==> src/rtl/rect_meter_pkg.sv <==
// Shared types and helpers for the rectangular pulse meter: FSM state encoding,
// default counter width and a saturating increment.
package rect_meter_pkg;

  localparam int DEF_CNT_W = 16;

  typedef enum logic [1:0] {
    IDLE = 2'd0,
    ARM  = 2'd1,
    HIGH = 2'd2,
    LOW  = 2'd3
  } state_t;

  // Width-agnostic: callers widen to 32 bits and narrow the result back.
  function automatic logic [31:0] sat_inc(input logic [31:0] v, input logic [31:0] max_v);
    return (v >= max_v) ? max_v : v + 32'd1;
  endfunction

endpackage

==> src/rtl/rect_pulse_meter_if.sv <==
// Result channel of the pulse meter: measured counts plus valid/ready handshake.
interface rect_pulse_meter_if
  import rect_meter_pkg::*;
#(
  parameter int CNT_W = DEF_CNT_W
) ();

  logic [CNT_W-1:0] th_cnt;
  logic [CNT_W-1:0] tl_cnt;
  logic [CNT_W:0]   period_cnt;
  logic             sat;
  logic             meas_valid;
  logic             meas_ready;
  logic             overrun;

  modport master (
    output th_cnt, tl_cnt, period_cnt, sat, meas_valid, overrun,
    input  meas_ready
  );

  modport slave (
    input  th_cnt, tl_cnt, period_cnt, sat, meas_valid, overrun,
    output meas_ready
  );

endinterface

==> src/rtl/rect_pulse_meter_edge_deglitch.sv <==
// Synchroniser plus deglitch filter: produces a filtered level and registered
// one-cycle rise/fall pulses aligned with the cycle the new level appears.
module edge_deglitch #(
  parameter int SYNC_STAGES = 2,
  parameter int DEGLITCH    = 2
) (
  input  logic clk,
  input  logic rst_n,
  input  logic sig_in,
  output logic level,
  output logic rise,
  output logic fall
);

  localparam int DG_W = (DEGLITCH < 2) ? 1 : $clog2(DEGLITCH);

  logic [SYNC_STAGES-1:0] sync_p;
  logic [DG_W-1:0]        dg_cnt;
  logic                   synced;

  assign synced = sync_p[SYNC_STAGES-1];

  always_ff @(posedge clk or negedge rst_n) begin
    if (!rst_n) begin
      sync_p <= '0;
      dg_cnt <= '0;
      level  <= 1'b0;
      rise   <= 1'b0;
      fall   <= 1'b0;
    end else begin
      sync_p <= {sync_p[SYNC_STAGES-2:0], sig_in};
      rise   <= 1'b0;
      fall   <= 1'b0;
      // Level flips on the DEGLITCH-th consecutive disagreeing sample.
      if (synced != level) begin
        if (dg_cnt == DG_W'(DEGLITCH - 1)) begin
          level  <= synced;
          rise   <= synced;
          fall   <= ~synced;
          dg_cnt <= '0;
        end else begin
          dg_cnt <= dg_cnt + 1'b1;
        end
      end else begin
        dg_cnt <= '0;
      end
    end
  end

endmodule

==> src/rtl/rect_pulse_meter.sv <==
// Pulse meter top: measures high time, low time and period of a deglitched input
// in clk cycles and presents each completed period on a valid/ready result port.
module rect_pulse_meter
  import rect_meter_pkg::*;
#(
  parameter int CNT_W       = DEF_CNT_W,
  parameter int SYNC_STAGES = 2,
  parameter int DEGLITCH    = 2
) (
  input  logic                clk,
  input  logic                rst_n,
  input  logic                en,
  input  logic                sig_in,
  rect_pulse_meter_if.master  m
);

  localparam logic [31:0] CNT_MAX = (32'd1 << CNT_W) - 32'd1;

  logic level, rise, fall;

  edge_deglitch #(
    .SYNC_STAGES(SYNC_STAGES),
    .DEGLITCH   (DEGLITCH)
  ) u_front (
    .clk   (clk),
    .rst_n (rst_n),
    .sig_in(sig_in),
    .level (level),
    .rise  (rise),
    .fall  (fall)
  );

  state_t           state;
  logic [CNT_W-1:0] th_q, tl_q;

  // Measurement FSM and the two saturating counters
  always_ff @(posedge clk or negedge rst_n) begin
    if (!rst_n) begin
      state <= IDLE;
      th_q  <= '0;
      tl_q  <= '0;
    end else if (!en) begin
      state <= IDLE;
      th_q  <= '0;
      tl_q  <= '0;
    end else begin
      case (state)
        IDLE: state <= ARM;
        ARM: begin
          if (rise) begin
            state <= HIGH;
            th_q  <= CNT_W'(1);
            tl_q  <= '0;
          end
        end
        HIGH: begin
          if (fall) begin
            state <= LOW;
            tl_q  <= CNT_W'(1);
          end else if (level) begin
            th_q <= CNT_W'(sat_inc(32'(th_q), CNT_MAX));
          end
        end
        LOW: begin
          if (rise) begin
            state <= HIGH;
            th_q  <= CNT_W'(1);
            tl_q  <= '0;
          end else begin
            tl_q <= CNT_W'(sat_inc(32'(tl_q), CNT_MAX));
          end
        end
        default: state <= IDLE;
      endcase
    end
  end

  logic cap, accept, drop, load;

  assign cap    = en && (state == LOW) && rise;
  assign accept = m.meas_valid && m.meas_ready;
  assign drop   = cap && m.meas_valid && !m.meas_ready;
  assign load   = cap && !drop;

  // armed_q marks that the held result was loaded after an overrun, so its
  // acceptance is the one that clears the sticky flag.
  logic res_valid_q, ovr_q, armed_q;
  logic valid_d, ovr_d, armed_d;

  always_comb begin
    valid_d = res_valid_q;
    ovr_d   = ovr_q;
    armed_d = armed_q;
    if (accept) valid_d = 1'b0;
    if (accept && armed_q) begin
      ovr_d   = 1'b0;
      armed_d = 1'b0;
    end
    if (load) begin
      valid_d = 1'b1;
      armed_d = ovr_d;
    end
    if (drop) begin
      ovr_d   = 1'b1;
      armed_d = 1'b0;
    end
  end

  logic [CNT_W-1:0] res_th_q, res_tl_q;
  logic [CNT_W:0]   res_per_q;
  logic             res_sat_q;

  // Output register stage
  always_ff @(posedge clk or negedge rst_n) begin
    if (!rst_n) begin
      res_valid_q <= 1'b0;
      ovr_q       <= 1'b0;
      armed_q     <= 1'b0;
      res_th_q    <= '0;
      res_tl_q    <= '0;
      res_per_q   <= '0;
      res_sat_q   <= 1'b0;
    end else begin
      res_valid_q <= valid_d;
      ovr_q       <= ovr_d;
      armed_q     <= armed_d;
      if (load) begin
        res_th_q  <= th_q;
        res_tl_q  <= tl_q;
        res_per_q <= {1'b0, th_q} + {1'b0, tl_q};
        res_sat_q <= (&th_q) | (&tl_q);
      end
    end
  end

  assign m.th_cnt     = res_th_q;
  assign m.tl_cnt     = res_tl_q;
  assign m.period_cnt = res_per_q;
  assign m.sat        = res_sat_q;
  assign m.meas_valid = res_valid_q;
  assign m.overrun    = ovr_q;

endmodule

==> src/flat_wrapper.sv <==
// flat-port wrapper written by rule: the top's interface ports become plain ports
module rect_pulse_meter_flat import rect_meter_pkg::*;
#(
  parameter int CNT_W       = DEF_CNT_W,
  parameter int SYNC_STAGES = 2,
  parameter int DEGLITCH    = 2
)
  (clk, rst_n, en, sig_in, m_th_cnt, m_tl_cnt, m_period_cnt, m_sat, m_meas_valid, m_overrun, m_meas_ready);
  rect_pulse_meter_if #(.CNT_W(CNT_W)) m_i ();
  input  logic clk;
  input  logic rst_n;
  input  logic en;
  input  logic sig_in;
  output wire logic [$bits(m_i.th_cnt)-1:0] m_th_cnt;
  output wire logic [$bits(m_i.tl_cnt)-1:0] m_tl_cnt;
  output wire logic [$bits(m_i.period_cnt)-1:0] m_period_cnt;
  output wire logic [$bits(m_i.sat)-1:0] m_sat;
  output wire logic [$bits(m_i.meas_valid)-1:0] m_meas_valid;
  output wire logic [$bits(m_i.overrun)-1:0] m_overrun;
  input wire logic [$bits(m_i.meas_ready)-1:0] m_meas_ready;
  assign m_th_cnt = m_i.th_cnt;
  assign m_tl_cnt = m_i.tl_cnt;
  assign m_period_cnt = m_i.period_cnt;
  assign m_sat = m_i.sat;
  assign m_meas_valid = m_i.meas_valid;
  assign m_overrun = m_i.overrun;
  assign m_i.meas_ready = m_meas_ready;
  rect_pulse_meter #(.CNT_W(CNT_W), .SYNC_STAGES(SYNC_STAGES), .DEGLITCH(DEGLITCH)) u_core (.clk(clk), .rst_n(rst_n), .en(en), .sig_in(sig_in), .m(m_i));
endmodule
==> config.mk <==
export PLATFORM = sky130hd
export DESIGN_NAME = rect_pulse_meter_flat
export DESIGN_NICKNAME = d
export VERILOG_FILES = /design/src/rtl/rect_meter_pkg.sv /design/src/rtl/rect_pulse_meter_if.sv /design/src/rtl/rect_pulse_meter_edge_deglitch.sv /design/src/rtl/rect_pulse_meter.sv /design/src/flat_wrapper.sv
export SDC_FILE = /design/constraint.sdc
export NUM_CORES = 1
export LEC_CHECK = 0
export ABC_AREA = 1
export CAP_MARGIN = 40
export CORE_AREA = 2 2 105 107
export DETAILED_ROUTE_END_ITERATION = 8
export DIE_AREA = 0 0 107 109
export GPL_ROUTABILITY_DRIVEN = 0
export PLACE_DENSITY = 0.82
export SETUP_SLACK_MARGIN = 0.4
export SYNTH_ARGS = -nofsm -noshare
export SYNTH_HDL_FRONTEND = slang
export SYNTH_SLANG_ARGS = --single-unit
==> constraint.sdc <==
create_clock -name clk -period 1.7 [get_ports clk]
set_clock_uncertainty 0.1 [all_clocks]
set_input_delay 0.51 -clock clk [delete_from_list [all_inputs] [get_ports clk]]
set_output_delay 0.51 -clock clk [all_outputs]
set_load 0.05 [all_outputs]
==> results of run 1 <==
## cells by family after synthesis
kind of cell / Yosys count / synth area share
compound gates: 97 / 0.104
simple gates: 375 / 0.314
flops: 93 / 0.435
buf+inv: 104 / 0.0851
xor+xnor: 10 / 0.0164
fa+ha+maj: 19 / 0.0458
## through the flow
| step | util | setup TNS (ns) | cells | hold slack (ns) |
|---|---|---|---|---|
| 2_1_floorplan | - | 0 | 698 | 0.114 |
| 3_3_place_gp | 0.675 | -14.67 | 932 | 0.237 |
| 3_5_place_dp | 0.675 | -17.28 | 932 | 0.248 |
| 4_1_cts | 0.818 | -1.27 | 1007 | 0.270 |
## layer usage
| metal | global-route usage | GRT overflow |
|---|---|---|
| met5 | 0.121 | 0 |
| met4 | 0.638 | 2 |
| met3 | 0.418 | 0 |
| met2 | 0.851 | 3 |
| met1 | 0.639 | 0 |
## what timing repair did
| action | 4_1_cts |
|---|---|
| setup buffers | 46 |
| endpoints found under the hold margin | 17 |
| cloned | 12 |
| hold buffers | 1 |
| setup endpoints to repair | 136 |
| pin swaps | 36 |
| resized for setup | 180 |
==> metrics.txt, run 1 <==
# TYPE chip_impl_metric gauge
chip_impl_metric{name="syn-mean-instance-area",unit="um2"} 7.67
chip_impl_metric{name="floorplan.die.height",unit="um"} 109
chip_impl_metric{name="htree_depth",unit=""} 3
chip_impl_metric{name="synth_top_area_frac",unit=""} 0.435
chip_impl_metric{name="grt_util_all_layers",unit=""} 0.636
chip_impl_metric{name="initial_utilization",unit=""} 0.505
chip_impl_metric{name="syn_nets",unit=""} 722
chip_impl_metric{name="cts_buffers",unit=""} 9
chip_impl_metric{name="synth_cell_types",unit=""} 34
chip_impl_metric{name="cts_max_path_buffers",unit=""} 2
chip_impl_metric{name="synth.yosys.seq_area_share",unit=""} 0.435
chip_impl_metric{name="cts.sink_count",unit=""} 93
chip_impl_metric{name="design.portCount",unit=""} 57
chip_impl_metric{name="placed_cell_area",unit="um2"} 7160
chip_impl_info{name="synth.top_cells.by_count",value="246 x nand2_1, 93 x dfrtp_1, 79 x inv_1"} 1
chip_impl_metric{name="die-width",unit="um"} 107
chip_impl_info{name="stop_stage",value="5_1_grt"} 1
chip_impl_metric{name="yosysWarnings",unit=""} 0
chip_impl_metric{name="num_rows",unit=""} 38
chip_impl_info{name="globalroute.repair_timing.worst_endpoint",value="u_core.m.period_cnt[13]$_DFFE_PN0P_/D"} 1
chip_impl_info{name="clockRootBuffer",value="clkbuf_8"} 1
chip_impl_metric{name="hpwl_detailed",unit="mm"} 11.0
chip_impl_metric{name="synth-async-reset-ratio",unit=""} 1.00
chip_impl_metric{name="synth-edff-count",unit=""} 0
chip_impl_info{name="worstEpCategory",value="register input"} 1
chip_impl_metric{name="synthesis.area",unit="um2"} 5350
chip_impl_metric{name="grt_start_max_net_pins",unit=""} 31
chip_impl_info{name="synth.top_cells.by_area",value="dfrtp_1 43%, nand2_1 17%, inv_1 5.5%, o21ai_1 5.1%, nand3_1 4.7%"} 1
chip_impl_metric{name="post-place-ws",unit="ns"} -0.281
chip_impl_info{name="synthFlopType",value="dfrtp_1"} 1
chip_impl_metric{name="port_buffers",unit=""} 56
chip_impl_metric{name="synthesis.instances",unit=""} 698
chip_impl_info{name="synth_top_cell_by_area",value="dfrtp_1"} 1
chip_impl_metric{name="postSynthRegisterBits",unit=""} 93
chip_impl_info{name="firstError",value="[ERROR GRT-0232] Routing congestion too high. Check the congestion heatmap in the GUI."} 1
chip_impl_metric{name="grt_remaining_overflow",unit=""} 5
chip_impl_info{name="synth_most_common_cell",value="nand2_1"} 1
chip_impl_info{name="outcome",value="stopped before the end"} 1
==> run 2, diff against run 1 <==
--- a/config.mk
+++ b/config.mk
@@ -7,12 +7,11 @@
 export LEC_CHECK = 0
 export ABC_AREA = 1
 export CAP_MARGIN = 40
-export CORE_AREA = 2 2 105 107
+export CORE_AREA = 2 2 119 121
 export DETAILED_ROUTE_END_ITERATION = 8
-export DIE_AREA = 0 0 107 109
+export DIE_AREA = 0 0 121 123
 export GPL_ROUTABILITY_DRIVEN = 0
-export PLACE_DENSITY = 0.82
-export SETUP_SLACK_MARGIN = 0.4
+export PLACE_DENSITY_LB_ADDON = 0.15
 export SYNTH_ARGS = -nofsm -noshare
 export SYNTH_HDL_FRONTEND = slang
 export SYNTH_SLANG_ARGS = --single-unit
==> constraint.sdc (replaced) <==
create_clock -name clk -period 2.21 [get_ports clk]
set_clock_uncertainty 0.1 [all_clocks]
set_input_delay 0.663 -clock clk [delete_from_list [all_inputs] [get_ports clk]]
set_output_delay 0.663 -clock clk [all_outputs]
set_load 0.05 [all_outputs]
==> run 2 against run 1 <==
  * The flow now finishes without violations
  * Synthesized cell count stayed put
  * Synthesized area stayed put
==> metrics.txt, run 2 <==
# TYPE chip_impl_metric gauge
chip_impl_info{name="outcome",value="completed"} 1
chip_impl_metric{name="synthesis.instances",unit=""} 698
chip_impl_metric{name="antenna_left",unit=""} 0
chip_impl_metric{name="finalCriticalPeriod",unit="ns"} 1.96
chip_impl_metric{name="cts.repair_timing.setup_buffer_count",unit=""} 0
chip_impl_info{name="worstPathCellList",value="ha_1 -> nand2_1 -> inv_1 -> a21oi_1 -> nor2_1 -> nor3_1 -> nand2_1 -> nand2_1 -> nand2_1"} 1
chip_impl_metric{name="cts_max_path_buffers",unit=""} 2
chip_impl_metric{name="internal_power",unit="mW"} 2.75
chip_impl_metric{name="first_global_vias",unit=""} 4489
chip_impl_metric{name="post-place-ws",unit="ns"} 0.0892
chip_impl_metric{name="final_setup_violation_count",unit=""} 0
chip_impl_metric{name="die_area",unit="um2"} 14900
chip_impl_info{name="worst_path_max_delay_cell",value="dfrtp_1"} 1
chip_impl_info{name="cell_mode_on_critical_path",value="nand2_1"} 1
chip_impl_metric{name="grt_util_all_layers",unit=""} 0.190
chip_impl_metric{name="grt_start_max_net_pins",unit=""} 50
chip_impl_metric{name="synthesis.area",unit="um2"} 5350
chip_impl_metric{name="finalMaxSlewViolations",unit=""} 0
chip_impl_metric{name="synth-async-reset-ratio",unit=""} 1.00
chip_impl_metric{name="initial_utilization",unit=""} 0.393
chip_impl_info{name="cp-start-kind",value="flip-flop"} 1
chip_impl_metric{name="largest_register_ff_count",unit=""} 17
chip_impl_metric{name="antenna_found_initial",unit=""} 0
chip_impl_info{name="cts_tree",value="done"} 1
chip_impl_metric{name="power.share.clock",unit=""} 0.428
chip_impl_metric{name="cpPeakStageDelay",unit="ns"} 0.48
chip_impl_metric{name="number_of_placed_instances_taps_included",unit=""} 934
chip_impl_metric{name="design.portCount",unit=""} 57
chip_impl_metric{name="synth_cell_types",unit=""} 34
chip_impl_info{name="timing.hold.worst.class",value="input port to asynchronous set/reset pin"} 1
chip_impl_metric{name="share_comb_of_total_power",unit=""} 0.082
chip_impl_metric{name="timing.reg2reg.worst_path_depth",unit=""} 9
chip_impl_metric{name="arrival",unit="ns"} 2.10
chip_impl_metric{name="syn_nets",unit=""} 722
chip_impl_metric{name="cts.sink_count",unit=""} 93
chip_impl_metric{name="hold_ws",unit="ns"} 0.124
chip_impl_metric{name="total_leakage_power",unit="nW"} 3.23
chip_impl_metric{name="slew_of_the_pin_with_the_lowest_slew_margin",unit="ns"} 0.370
chip_impl_metric{name="cts.hold.buffers_added",unit=""} 0
chip_impl_metric{name="power.ir.vdd_worst",unit="mV"} 0.382
chip_impl_metric{name="first_pass_grt_wire_length",unit="mm"} 22.1
chip_impl_metric{name="synth.yosys.seq_area_share",unit=""} 0.435
chip_impl_metric{name="clock_transition_at_path_regs",unit="ns"} 0.07
chip_impl_metric{name="multiInputGateArea",unit="um2"} 2570
chip_impl_metric{name="relative_slew_slack",unit=""} 0.752
chip_impl_metric{name="drt-wirelength-per-cell",unit="um"} 13.7
chip_impl_metric{name="crit_fanout",unit=""} 5
chip_impl_metric{name="placed_cell_area",unit="um2"} 6060
chip_impl_metric{name="fmax",unit="MHz"} 510
chip_impl_info{name="setup.worst_path.class",value="flip-flop to flip-flop"} 1
chip_impl_metric{name="port_buffers",unit=""} 56
chip_impl_metric{name="synth-edff-count",unit=""} 0
chip_impl_metric{name="final.setup.tns",unit="ns"} 0
chip_impl_metric{name="drive_gt1_frac",unit=""} 0.177
chip_impl_metric{name="setup_ws",unit="ns"} 0.248
chip_impl_metric{name="design.final.nets",unit=""} 789
chip_impl_info{name="grt_setup_unrepaired",value="false"} 1
chip_impl_metric{name="detail_route.iter0.violations",unit=""} 287
chip_impl_metric{name="area_growth_synth_to_finish",unit="%"} 18.9
chip_impl_info{name="synth.top_cells.by_area",value="dfrtp_1 43%, nand2_1 17%, inv_1 5.5%, o21ai_1 5.1%, nand3_1 4.7%"} 1
chip_impl_info{name="synth_top_cell_by_area",value="dfrtp_1"} 1
chip_impl_metric{name="filler_cell_count",unit=""} 1371
chip_impl_metric{name="via_count",unit=""} 4581
chip_impl_info{name="layout.cells.most_common",value="nand2_1"} 1
chip_impl_metric{name="num_rows",unit=""} 43
chip_impl_info{name="synth.top_cells.by_count",value="246 x nand2_1, 93 x dfrtp_1, 79 x inv_1"} 1
chip_impl_metric{name="cts_repair_resize_count",unit=""} 0
chip_impl_metric{name="layoutNonFillerInstCount",unit=""} 950
chip_impl_metric{name="finalPower",unit="mW"} 3.67
chip_impl_metric{name="sw_frac_of_total",unit=""} 0.250
chip_impl_metric{name="postSynthRegisterBits",unit=""} 93
chip_impl_info{name="clockRootBuffer",value="clkbuf_16"} 1
chip_impl_metric{name="wirelength",unit="mm"} 13.0
chip_impl_metric{name="final_hold_violation_count",unit=""} 0
chip_impl_metric{name="cts_buffers",unit=""} 9
chip_impl_info{name="endpoint_kind",value="flip-flop"} 1
chip_impl_metric{name="grt_remaining_overflow",unit=""} 0
chip_impl_metric{name="insertion_delay",unit="ns"} 0.35
chip_impl_metric{name="die-width",unit="um"} 121
chip_impl_metric{name="seqCellArea",unit="um2"} 2330
chip_impl_metric{name="power.switching",unit="mW"} 0.918
chip_impl_metric{name="antennaDiodeCount",unit=""} 0
chip_impl_metric{name="critical_path_buf_inv_count",unit=""} 1
chip_impl_metric{name="fin_util",unit=""} 0.468
chip_impl_metric{name="seq_power_share",unit=""} 0.490
chip_impl_info{name="synthFlopType",value="dfrtp_1"} 1
chip_impl_metric{name="power_per_cell_area",unit="nW/um2"} 577
chip_impl_metric{name="htree_depth",unit=""} 3
chip_impl_metric{name="core_area",unit="um2"} 13600
chip_impl_metric{name="worst-endpoint-required",unit="ns"} 2.35
chip_impl_metric{name="finish.instance_area",unit="um2"} 6370
chip_impl_metric{name="drv.max_cap_violation_count",unit=""} 0
chip_impl_metric{name="hpwl_detailed",unit="mm"} 10.0
chip_impl_info{name="most-common-layout-cells",value="246 x nand2_1, 93 x dfrtp_1, 79 x inv_1"} 1
chip_impl_metric{name="fin_crit_sh",unit=""} 0.888
chip_impl_metric{name="drt_pass1_iterations",unit=""} 4
chip_impl_metric{name="yosysWarnings",unit=""} 0
chip_impl_metric{name="path_depth",unit=""} 9
chip_impl_metric{name="detail_route.drc_violations",unit=""} 0
chip_impl_metric{name="synth_top_area_frac",unit=""} 0.435
chip_impl_info{name="crit_family",value="simple AND/OR/NAND/NOR gates"} 1
chip_impl_metric{name="floorplan.die.height",unit="um"} 123
chip_impl_info{name="synth_most_common_cell",value="nand2_1"} 1
chip_impl_metric{name="syn-mean-instance-area",unit="um2"} 7.67
chip_impl_metric{name="via_per_inst",unit=""} 4.82
[run 2: cell counts after synthesis]
No cell type changed its count.
[run 2: cell type report]
class	instances	area share
multi-input combinational	501	0.404
sequential	93	0.366
timing repair buffer	72	0.0959
inverter	88	0.0519
clock buffer	11	0.0381
tap	180	0.0354
clock inverter	5	0.00943
[run 2: cells by family (layout without fill, tap and decap cells)]
logic type      Yosys count  count (layout)  share of synthesized area
simple gates            375             375                      0.314
buf+inv                 104             176                     0.0851
compound gates           97              97                      0.104
flops                    93              93                      0.435
fa+ha+maj                19              19                     0.0458
xor+xnor                 10              10                     0.0164
[run 2: final timing paths]
check	slack [ns]	endpoint	from
setup / recovery	0.25	u_core.m.period_cnt[16]$_DFFE_PN0P_	u_core.th_q[11]$_DFFE_PN0P_
setup reg to reg	0.25	u_core.m.period_cnt[16]$_DFFE_PN0P_	u_core.th_q[11]$_DFFE_PN0P_
hold reg to reg	0.27	u_core.u_front.sync_p[1]$_DFF_PN0_	u_core.u_front.sync_p[0]$_DFF_PN0_
hold / removal	0.12	u_core.m.meas_valid$_DFFE_PN0P_	rst_n
max in group asynchronous	1.27	u_core.m.period_cnt[15]$_DFFE_PN0P_	rst_n
min in group clk	0.27	u_core.u_front.sync_p[1]$_DFF_PN0_	u_core.u_front.sync_p[0]$_DFF_PN0_
[run 2: routing by layer]
layer	track usage	up-vias	share of wire
li1	-	2381	-
met1	0.261	2089	0.48
met2	0.301	86	0.46
met3	0.0272	25	0.035
met4	0.0843	0	0.030
met5	0	-	0
[run 2: power by group through the flow]
stage	clock network, mW	logic [mW]	registers, mW
global placement	0	0.303	1.83
CTS	1.62	0.310	1.80
floorplan	0	0.143	1.87
detailed placement	0	0.309	1.83
global route	1.68	0.337	1.81
finish	1.57	0.301	1.80
(Power assumes the default switching activity.)
==> run 3, diff against run 2 <==
--- a/config.mk
+++ b/config.mk
@@ -7,9 +7,9 @@
 export LEC_CHECK = 0
 export ABC_AREA = 1
 export CAP_MARGIN = 40
-export CORE_AREA = 2 2 119 121
+export CORE_AREA = 2 2 142 102
 export DETAILED_ROUTE_END_ITERATION = 8
-export DIE_AREA = 0 0 121 123
+export DIE_AREA = 0 0 144 104
 export GPL_ROUTABILITY_DRIVEN = 0
 export PLACE_DENSITY_LB_ADDON = 0.15
 export SYNTH_ARGS = -nofsm -noshare
==> run 3 against run 2 <==
  * Via count increased by 2.7%
  * Combinational power increased by 2%
  * Total power decreased by 1.6%
  * Flip-flop and latch count unchanged
  * First-iteration DRC count increased by 16%
  * Wire length increased by 2.6%
  * Cell area about the same
  * Sequential share of layout area about the same
  * Cell count increased by 0.84%
  * Critical endpoint is now u_core.m.period_cnt[8]$_DFFE_PN0P_
  * Largest cell class unchanged
==> metrics.txt, run 3 (synthesis gave the netlist of run 2 again) <==
# TYPE chip_impl_metric gauge
chip_impl_metric{name="cts.hold.buffers_added",unit=""} 0
chip_impl_info{name="cell_mode_on_critical_path",value="nand2_1"} 1
chip_impl_info{name="layout.cells.most_common",value="nand2_1"} 1
chip_impl_metric{name="antennaDiodeCount",unit=""} 0
chip_impl_metric{name="finalCriticalPeriod",unit="ns"} 1.95
chip_impl_metric{name="first_global_vias",unit=""} 4509
chip_impl_metric{name="via_per_inst",unit=""} 4.91
chip_impl_metric{name="die-width",unit="um"} 144
chip_impl_metric{name="antenna_left",unit=""} 0
chip_impl_metric{name="fmax",unit="MHz"} 514
chip_impl_metric{name="total_leakage_power",unit="nW"} 3.22
chip_impl_info{name="cts_tree",value="done"} 1
chip_impl_info{name="setup.worst_path.class",value="flip-flop to flip-flop"} 1
chip_impl_metric{name="floorplan.die.height",unit="um"} 104
chip_impl_info{name="cp-start-kind",value="flip-flop"} 1
chip_impl_metric{name="detail_route.drc_violations",unit=""} 0
chip_impl_info{name="worst_path_max_delay_cell",value="fa_1"} 1
chip_impl_metric{name="crit_fanout",unit=""} 3
chip_impl_metric{name="via_count",unit=""} 4704
chip_impl_metric{name="relative_slew_slack",unit=""} 0.739
chip_impl_metric{name="power.ir.vdd_worst",unit="mV"} 0.357
chip_impl_metric{name="drt_pass1_iterations",unit=""} 6
chip_impl_metric{name="largest_register_ff_count",unit=""} 17
chip_impl_metric{name="cts_buffers",unit=""} 9
chip_impl_metric{name="antenna_found_initial",unit=""} 0
chip_impl_info{name="worstPathCellList",value="ha_1 -> inv_1 -> fa_1 -> inv_1 -> nand3_1 -> nand3_1 -> nand2_1 -> nand3_2 -> nand2_1 -> nand2_1 -> o21ai_1"} 1
chip_impl_metric{name="grt_remaining_overflow",unit=""} 0
chip_impl_metric{name="design.final.nets",unit=""} 788
chip_impl_metric{name="cts_max_path_buffers",unit=""} 2
chip_impl_metric{name="slew_of_the_pin_with_the_lowest_slew_margin",unit="ns"} 0.392
chip_impl_metric{name="clock_transition_at_path_regs",unit="ns"} 0.07
chip_impl_metric{name="wirelength",unit="mm"} 13.3
chip_impl_metric{name="grt_start_max_net_pins",unit=""} 52
chip_impl_metric{name="die_area",unit="um2"} 15000
chip_impl_metric{name="post-place-ws",unit="ns"} 0.0627
chip_impl_metric{name="fin_crit_sh",unit=""} 0.881
chip_impl_metric{name="htree_depth",unit=""} 3
chip_impl_metric{name="design.portCount",unit=""} 57
chip_impl_metric{name="final_hold_violation_count",unit=""} 0
chip_impl_metric{name="core_area",unit="um2"} 13600
chip_impl_metric{name="cts.repair_timing.setup_buffer_count",unit=""} 0
chip_impl_metric{name="finalMaxSlewViolations",unit=""} 0
chip_impl_metric{name="first_pass_grt_wire_length",unit="mm"} 22.4
chip_impl_metric{name="power_per_cell_area",unit="nW/um2"} 567
chip_impl_metric{name="insertion_delay",unit="ns"} 0.35
chip_impl_metric{name="port_buffers",unit=""} 56
chip_impl_info{name="most-common-layout-cells",value="246 x nand2_1, 93 x dfrtp_1, 79 x inv_1"} 1
chip_impl_metric{name="area_growth_synth_to_finish",unit="%"} 19.0
chip_impl_info{name="endpoint_kind",value="flip-flop"} 1
chip_impl_metric{name="num_rows",unit=""} 36
chip_impl_metric{name="final_setup_violation_count",unit=""} 0
chip_impl_metric{name="arrival",unit="ns"} 2.08
chip_impl_metric{name="drt-wirelength-per-cell",unit="um"} 13.9
chip_impl_metric{name="detail_route.iter0.violations",unit=""} 334
chip_impl_metric{name="hpwl_detailed",unit="mm"} 10.2
chip_impl_metric{name="initial_utilization",unit=""} 0.392
chip_impl_info{name="timing.hold.worst.class",value="input port to asynchronous set/reset pin"} 1
chip_impl_metric{name="drive_gt1_frac",unit=""} 0.177
chip_impl_metric{name="worst-endpoint-required",unit="ns"} 2.34
chip_impl_metric{name="cpPeakStageDelay",unit="ns"} 0.42
chip_impl_metric{name="final.setup.tns",unit="ns"} 0
chip_impl_metric{name="cts.sink_count",unit=""} 93
chip_impl_metric{name="drv.max_cap_violation_count",unit=""} 0
chip_impl_info{name="grt_setup_unrepaired",value="false"} 1
chip_impl_info{name="outcome",value="completed"} 1
chip_impl_info{name="clockRootBuffer",value="clkbuf_16"} 1
chip_impl_metric{name="grt_util_all_layers",unit=""} 0.189
chip_impl_metric{name="setup_ws",unit="ns"} 0.263
[run 3: cell count changes in the layout (fill, tap and decap cells not counted), sizes merged]
cell      previous run  this run
clkinv               3         1
buf                 69        68
bufinv               1         0
clkinvlp             1         2
inv                 88        89
[run 3: repair_timing]
| item | in CTS | in global routing |
|---|---|---|
| resized for setup | 0 | 1 |
| setup endpoints to repair | 0 | 1 |
| hold endpoints to repair | 0 | 0 |
[run 3: critical path, delay by kind of cell, from the launching register on]
kind                       cells  cell delay [ns]
AOI/OAI and AO/OA              1             0.05
adders and majority gates      2             0.59
buffers and inverters          2             0.17
DFF                            1             0.36
and+or+nand+nor                6             0.55
[run 3: final timing paths]
kind / startpoint / to / slack, ns / cells past startpoint
max: u_core.tl_q[0]$_DFFE_PN0P_ / u_core.m.period_cnt[8]$_DFFE_PN0P_ / 0.26 / 11
min in group clk: u_core.u_front.sync_p[0]$_DFF_PN0_ / u_core.u_front.sync_p[1]$_DFF_PN0_ / 0.26 / 0
min: rst_n / u_core.m.th_cnt[0]$_DFFE_PN0P_ / 0.14 / 1
max reg2reg: u_core.tl_q[0]$_DFFE_PN0P_ / u_core.m.period_cnt[8]$_DFFE_PN0P_ / 0.26 / 11
min reg2reg: u_core.u_front.sync_p[0]$_DFF_PN0_ / u_core.u_front.sync_p[1]$_DFF_PN0_ / 0.26 / 0
max in group asynchronous: rst_n / u_core.m.th_cnt[15]$_DFFE_PN0P_ / 1.32 / 2
[run 3: final cells by class]
cell class / instances / area [um2]
Fill cell: 1349 / 7280
Multi-Input combinational cell: 501 / 2570
Sequential cell: 93 / 2330
Timing Repair Buffer: 71 / 616
Inverter: 88 / 330
Clock buffer: 11 / 253
Tap cell: 190 / 238
Clock inverter: 4 / 32.5
[run 3: layer usage]
layer  vias up  track usage  wire, um
li1       2365            -         -
met2       139        0.274      5670
met1      2183        0.272      6490
met5         -            0         0
met4         0       0.0539       208
met3        17       0.0539       958
[run 3: per-stage QoR]
| stage | hold WS [ns] | utilization | cell area (um2) | instances | total power [mW] |
|---|---|---|---|---|---|
| after floorplan | 0.231 | - | 5350 | 698 | 2.01 |
| after global placement | 0.247 | 0.446 | 6080 | 943 | 2.14 |
| after detailed placement | 0.238 | 0.446 | 6080 | 943 | 2.14 |
| after CTS | 0.145 | 0.466 | 6370 | 958 | 3.66 |
| after global routing | 0.154 | 0.467 | 6370 | 958 | 3.76 |
| final | 0.139 | 0.467 | 6370 | 958 | 3.61 |
[run 3: power by group]
part	internal, mW	leakage (nW)	total, mW	switching [mW]
Combinational	0.0943	1.80	0.306	0.212
Sequential	1.75	1.29	1.80	0.0454
Clock	0.825	0.134	1.51	0.685
Total	2.67	3.22	3.61	0.943
==> run 4, diff against run 3 <==
==> constraint.sdc (replaced) <==
create_clock -name clk -period 2.42 [get_ports clk]
set_clock_uncertainty 0.1 [all_clocks]
set_input_delay 0.726 -clock clk [delete_from_list [all_inputs] [get_ports clk]]
set_output_delay 0.726 -clock clk [all_outputs]
set_load 0.05 [all_outputs]
==> run 4 against run 3 <==
  * Via count is 1.8% higher
  * Die area is the same
  * Highest routed layer unchanged
  * Largest power group unchanged
  * Sequential power is 9% lower
==> metrics.txt, run 4 (synthesis gave the netlist of run 2 again) <==
# TYPE chip_impl_metric gauge
chip_impl_info{name="outcome",value="completed"} 1
chip_impl_metric{name="sw_frac_of_total",unit=""} 0.245
chip_impl_metric{name="finalMaxSlewViolations",unit=""} 0
chip_impl_info{name="most-common-layout-cells",value="246 x nand2_1, 93 x dfrtp_1, 79 x inv_1"} 1
chip_impl_info{name="r2r_endpoint",value="u_core.m.period_cnt[16]$_DFFE_PN0P_"} 1
chip_impl_info{name="hold_path_origin",value="u_core.u_front.sync_p[0]$_DFF_PN0_"} 1
chip_impl_metric{name="power.ir.vdd_worst",unit="mV"} 0.350
chip_impl_metric{name="power_per_cell_area",unit="nW/um2"} 529
chip_impl_metric{name="drv.max_cap_violation_count",unit=""} 0
chip_impl_metric{name="critical_path_buf_inv_count",unit=""} 1
chip_impl_metric{name="design.portCount",unit=""} 57
chip_impl_info{name="layout.cells.most_common",value="nand2_1"} 1
chip_impl_metric{name="die-width",unit="um"} 144
chip_impl_metric{name="post-place-ws",unit="ns"} 0.0577
chip_impl_metric{name="port_buffers",unit=""} 56
chip_impl_metric{name="final_setup_violation_count",unit=""} 0
chip_impl_metric{name="htree_depth",unit=""} 3
chip_impl_metric{name="final.setup.tns",unit="ns"} 0
chip_impl_info{name="setup.worst_path.class",value="flip-flop to primary output"} 1
chip_impl_metric{name="num_rows",unit=""} 36
chip_impl_metric{name="internal_power",unit="mW"} 2.58
chip_impl_metric{name="cts_buffers",unit=""} 9
chip_impl_metric{name="clock_transition_at_path_regs",unit="ns"} 0.07
chip_impl_metric{name="antenna_left",unit=""} 0
chip_impl_metric{name="drt_pass1_iterations",unit=""} 5
chip_impl_metric{name="grt_start_max_net_pins",unit=""} 48
chip_impl_metric{name="grt_util_all_layers",unit=""} 0.192
chip_impl_metric{name="first_global_vias",unit=""} 4596
chip_impl_metric{name="antenna_found_initial",unit=""} 0
chip_impl_metric{name="first_pass_grt_wire_length",unit="mm"} 22.8
chip_impl_metric{name="total_leakage_power",unit="nW"} 3.13
chip_impl_metric{name="drt-wirelength-per-cell",unit="um"} 14.3
chip_impl_metric{name="placed_cell_area",unit="um2"} 6150
chip_impl_metric{name="cts.repair_timing.setup_buffer_count",unit=""} 0
chip_impl_metric{name="largest_register_ff_count",unit=""} 17
chip_impl_metric{name="design.final.nets",unit=""} 782
chip_impl_info{name="worst_hold_path.endpoint",value="u_core.u_front.sync_p[1]$_DFF_PN0_"} 1
chip_impl_metric{name="detail_route.drc_violations",unit=""} 0
chip_impl_metric{name="worst_hold_path.num_cells",unit=""} 0
chip_impl_metric{name="core_area",unit="um2"} 13600
chip_impl_metric{name="layoutNonFillerInstCount",unit=""} 951
chip_impl_metric{name="final_hold_violation_count",unit=""} 0
chip_impl_metric{name="cts.sink_count",unit=""} 93
chip_impl_info{name="grt_setup_unrepaired",value="false"} 1
chip_impl_metric{name="seq_power_share",unit=""} 0.481
chip_impl_metric{name="met2_usage",unit=""} 0.295
chip_impl_info{name="r2r_start",value="u_core.tl_q[0]$_DFFE_PN0P_"} 1
chip_impl_metric{name="fin_crit_sh",unit=""} 0.983
chip_impl_metric{name="floorplan.die.height",unit="um"} 104
chip_impl_info{name="timing.hold.worst.class",value="flip-flop to flip-flop"} 1
chip_impl_metric{name="slew_of_the_pin_with_the_lowest_slew_margin",unit="ns"} 0.555
chip_impl_metric{name="finish.instance_area",unit="um2"} 6450
chip_impl_info{name="endpoint_kind",value="primary output"} 1
chip_impl_metric{name="relative_slew_slack",unit=""} 0.630
chip_impl_metric{name="fin_util",unit=""} 0.473
chip_impl_metric{name="hold_ws",unit="ns"} 0.253
chip_impl_metric{name="initial_utilization",unit=""} 0.392
chip_impl_metric{name="die_area",unit="um2"} 15000
chip_impl_metric{name="crit_fanout",unit=""} 2
chip_impl_metric{name="r2r_slack",unit="ns"} 0.36
chip_impl_metric{name="finalCriticalPeriod",unit="ns"} 2.38
chip_impl_metric{name="met1_usage",unit=""} 0.279
chip_impl_info{name="worst_path_max_delay_cell",value="clkdlybuf4s50_1"} 1
chip_impl_metric{name="timing.reg2reg.worst_path_depth",unit=""} 12
chip_impl_metric{name="drive_gt1_frac",unit=""} 0.102
chip_impl_info{name="cts_tree",value="done"} 1
chip_impl_info{name="worstPathCellList",value="clkdlybuf4s50_1"} 1
chip_impl_metric{name="insertion_delay",unit="ns"} 0.34
chip_impl_metric{name="via_per_inst",unit=""} 5.04
chip_impl_metric{name="antennaDiodeCount",unit=""} 0
chip_impl_metric{name="grt_remaining_overflow",unit=""} 0
chip_impl_info{name="clockRootBuffer",value="clkbuf_16"} 1
chip_impl_metric{name="detail_route.iter0.violations",unit=""} 251
chip_impl_metric{name="power.share.clock",unit=""} 0.437
chip_impl_metric{name="finalPower",unit="mW"} 3.42
chip_impl_metric{name="arrival",unit="ns"} 1.55
chip_impl_metric{name="power.switching",unit="mW"} 0.836
chip_impl_metric{name="global_route.usage.met3",unit=""} 0.0318
chip_impl_metric{name="fmax",unit="MHz"} 421
chip_impl_metric{name="wirelength",unit="mm"} 13.6
chip_impl_metric{name="share_comb_of_total_power",unit=""} 0.081
chip_impl_info{name="cp-start-kind",value="flip-flop"} 1
chip_impl_metric{name="area_growth_synth_to_finish",unit="%"} 20.6
chip_impl_metric{name="worst-endpoint-required",unit="ns"} 1.59
chip_impl_metric{name="hpwl_detailed",unit="mm"} 10.2
chip_impl_info{name="grt_busiest_layer",value="met2"} 1
chip_impl_metric{name="via_count",unit=""} 4790
chip_impl_info{name="crit_family",value="buffers and inverters"} 1
chip_impl_metric{name="setup_ws",unit="ns"} 0.0419
chip_impl_metric{name="cts_max_path_buffers",unit=""} 2
chip_impl_metric{name="number_of_placed_instances_taps_included",unit=""} 937
chip_impl_metric{name="cpPeakStageDelay",unit="ns"} 0.82
[run 4: changes by cell type in the layout (fill, tap and decap cells not counted)]
cell             before  now
clkbuf_8              2    0
clkdlybuf4s50_1       3   50
clkinvlp_4            2    0
nand3_2               5    4
nand3_1              49   50
clkinv_4              1    0
dlymetal6s2s_1        0    2
buf_4                62    8
clkinv_2              0    1
bufinv_16             0    2
buf_12                6    5
clkbuf_1              0    1
[run 4: cell type report]
type | count | area (um2)
clock inverter | 4 | 73.8
inverter | 88 | 330
multi-input combinational | 501 | 2570
fill | 1362 | 7190
tap | 190 | 238
clock buffer | 10 | 229
sequential | 93 | 2330
timing repair buffer | 65 | 686
[run 4: routing by layer]
layer / vias up / share of wire
met4: 0 / 0.010
met1: 2276 / 0.50
met5: - / 0
li1: 2350 / -
met3: 16 / 0.050
met2: 148 / 0.44
[run 4: how the worst max path moves through the flow]
stage / depth (start not counted) / from / endpoint / slack (ns)
after floorplan: 11 / u_core.th_q[0]$_DFFE_PN0P_ / u_core.m.period_cnt[12]$_DFFE_PN0P_ / 0.64
final: 1 / u_core.m.period_cnt[0]$_DFFE_PN0P_ / m_period_cnt[0] / 0.04
after detailed placement: 7 / en / u_core.m.sat$_DFFE_PN0P_ / 0.06
after CTS: 1 / u_core.m.period_cnt[0]$_DFFE_PN0P_ / m_period_cnt[0] / 0.02
after global routing: 1 / u_core.m.sat$_DFFE_PN0P_ / m_sat / 0.002
after global placement: 7 / en / u_core.m.sat$_DFFE_PN0P_ / 0.10
[run 4: what timing repair did]
item                                    CTS  global route
hold endpoints to repair                  0             0
endpoints found under the setup margin    0             2
gates resized for setup                   0             2
hold buffers                              0             0
[run 4: power groups by stage]
| stage | logic, mW | registers (mW) | clock network [mW] |
|---|---|---|---|
| floorplan | 0.130 | 1.70 | 0 |
| global placement | 0.277 | 1.67 | 0 |
| detailed placement | 0.281 | 1.67 | 0 |
| CTS | 0.283 | 1.64 | 1.54 |
| global route | 0.307 | 1.65 | 1.59 |
| finish | 0.278 | 1.64 | 1.49 |
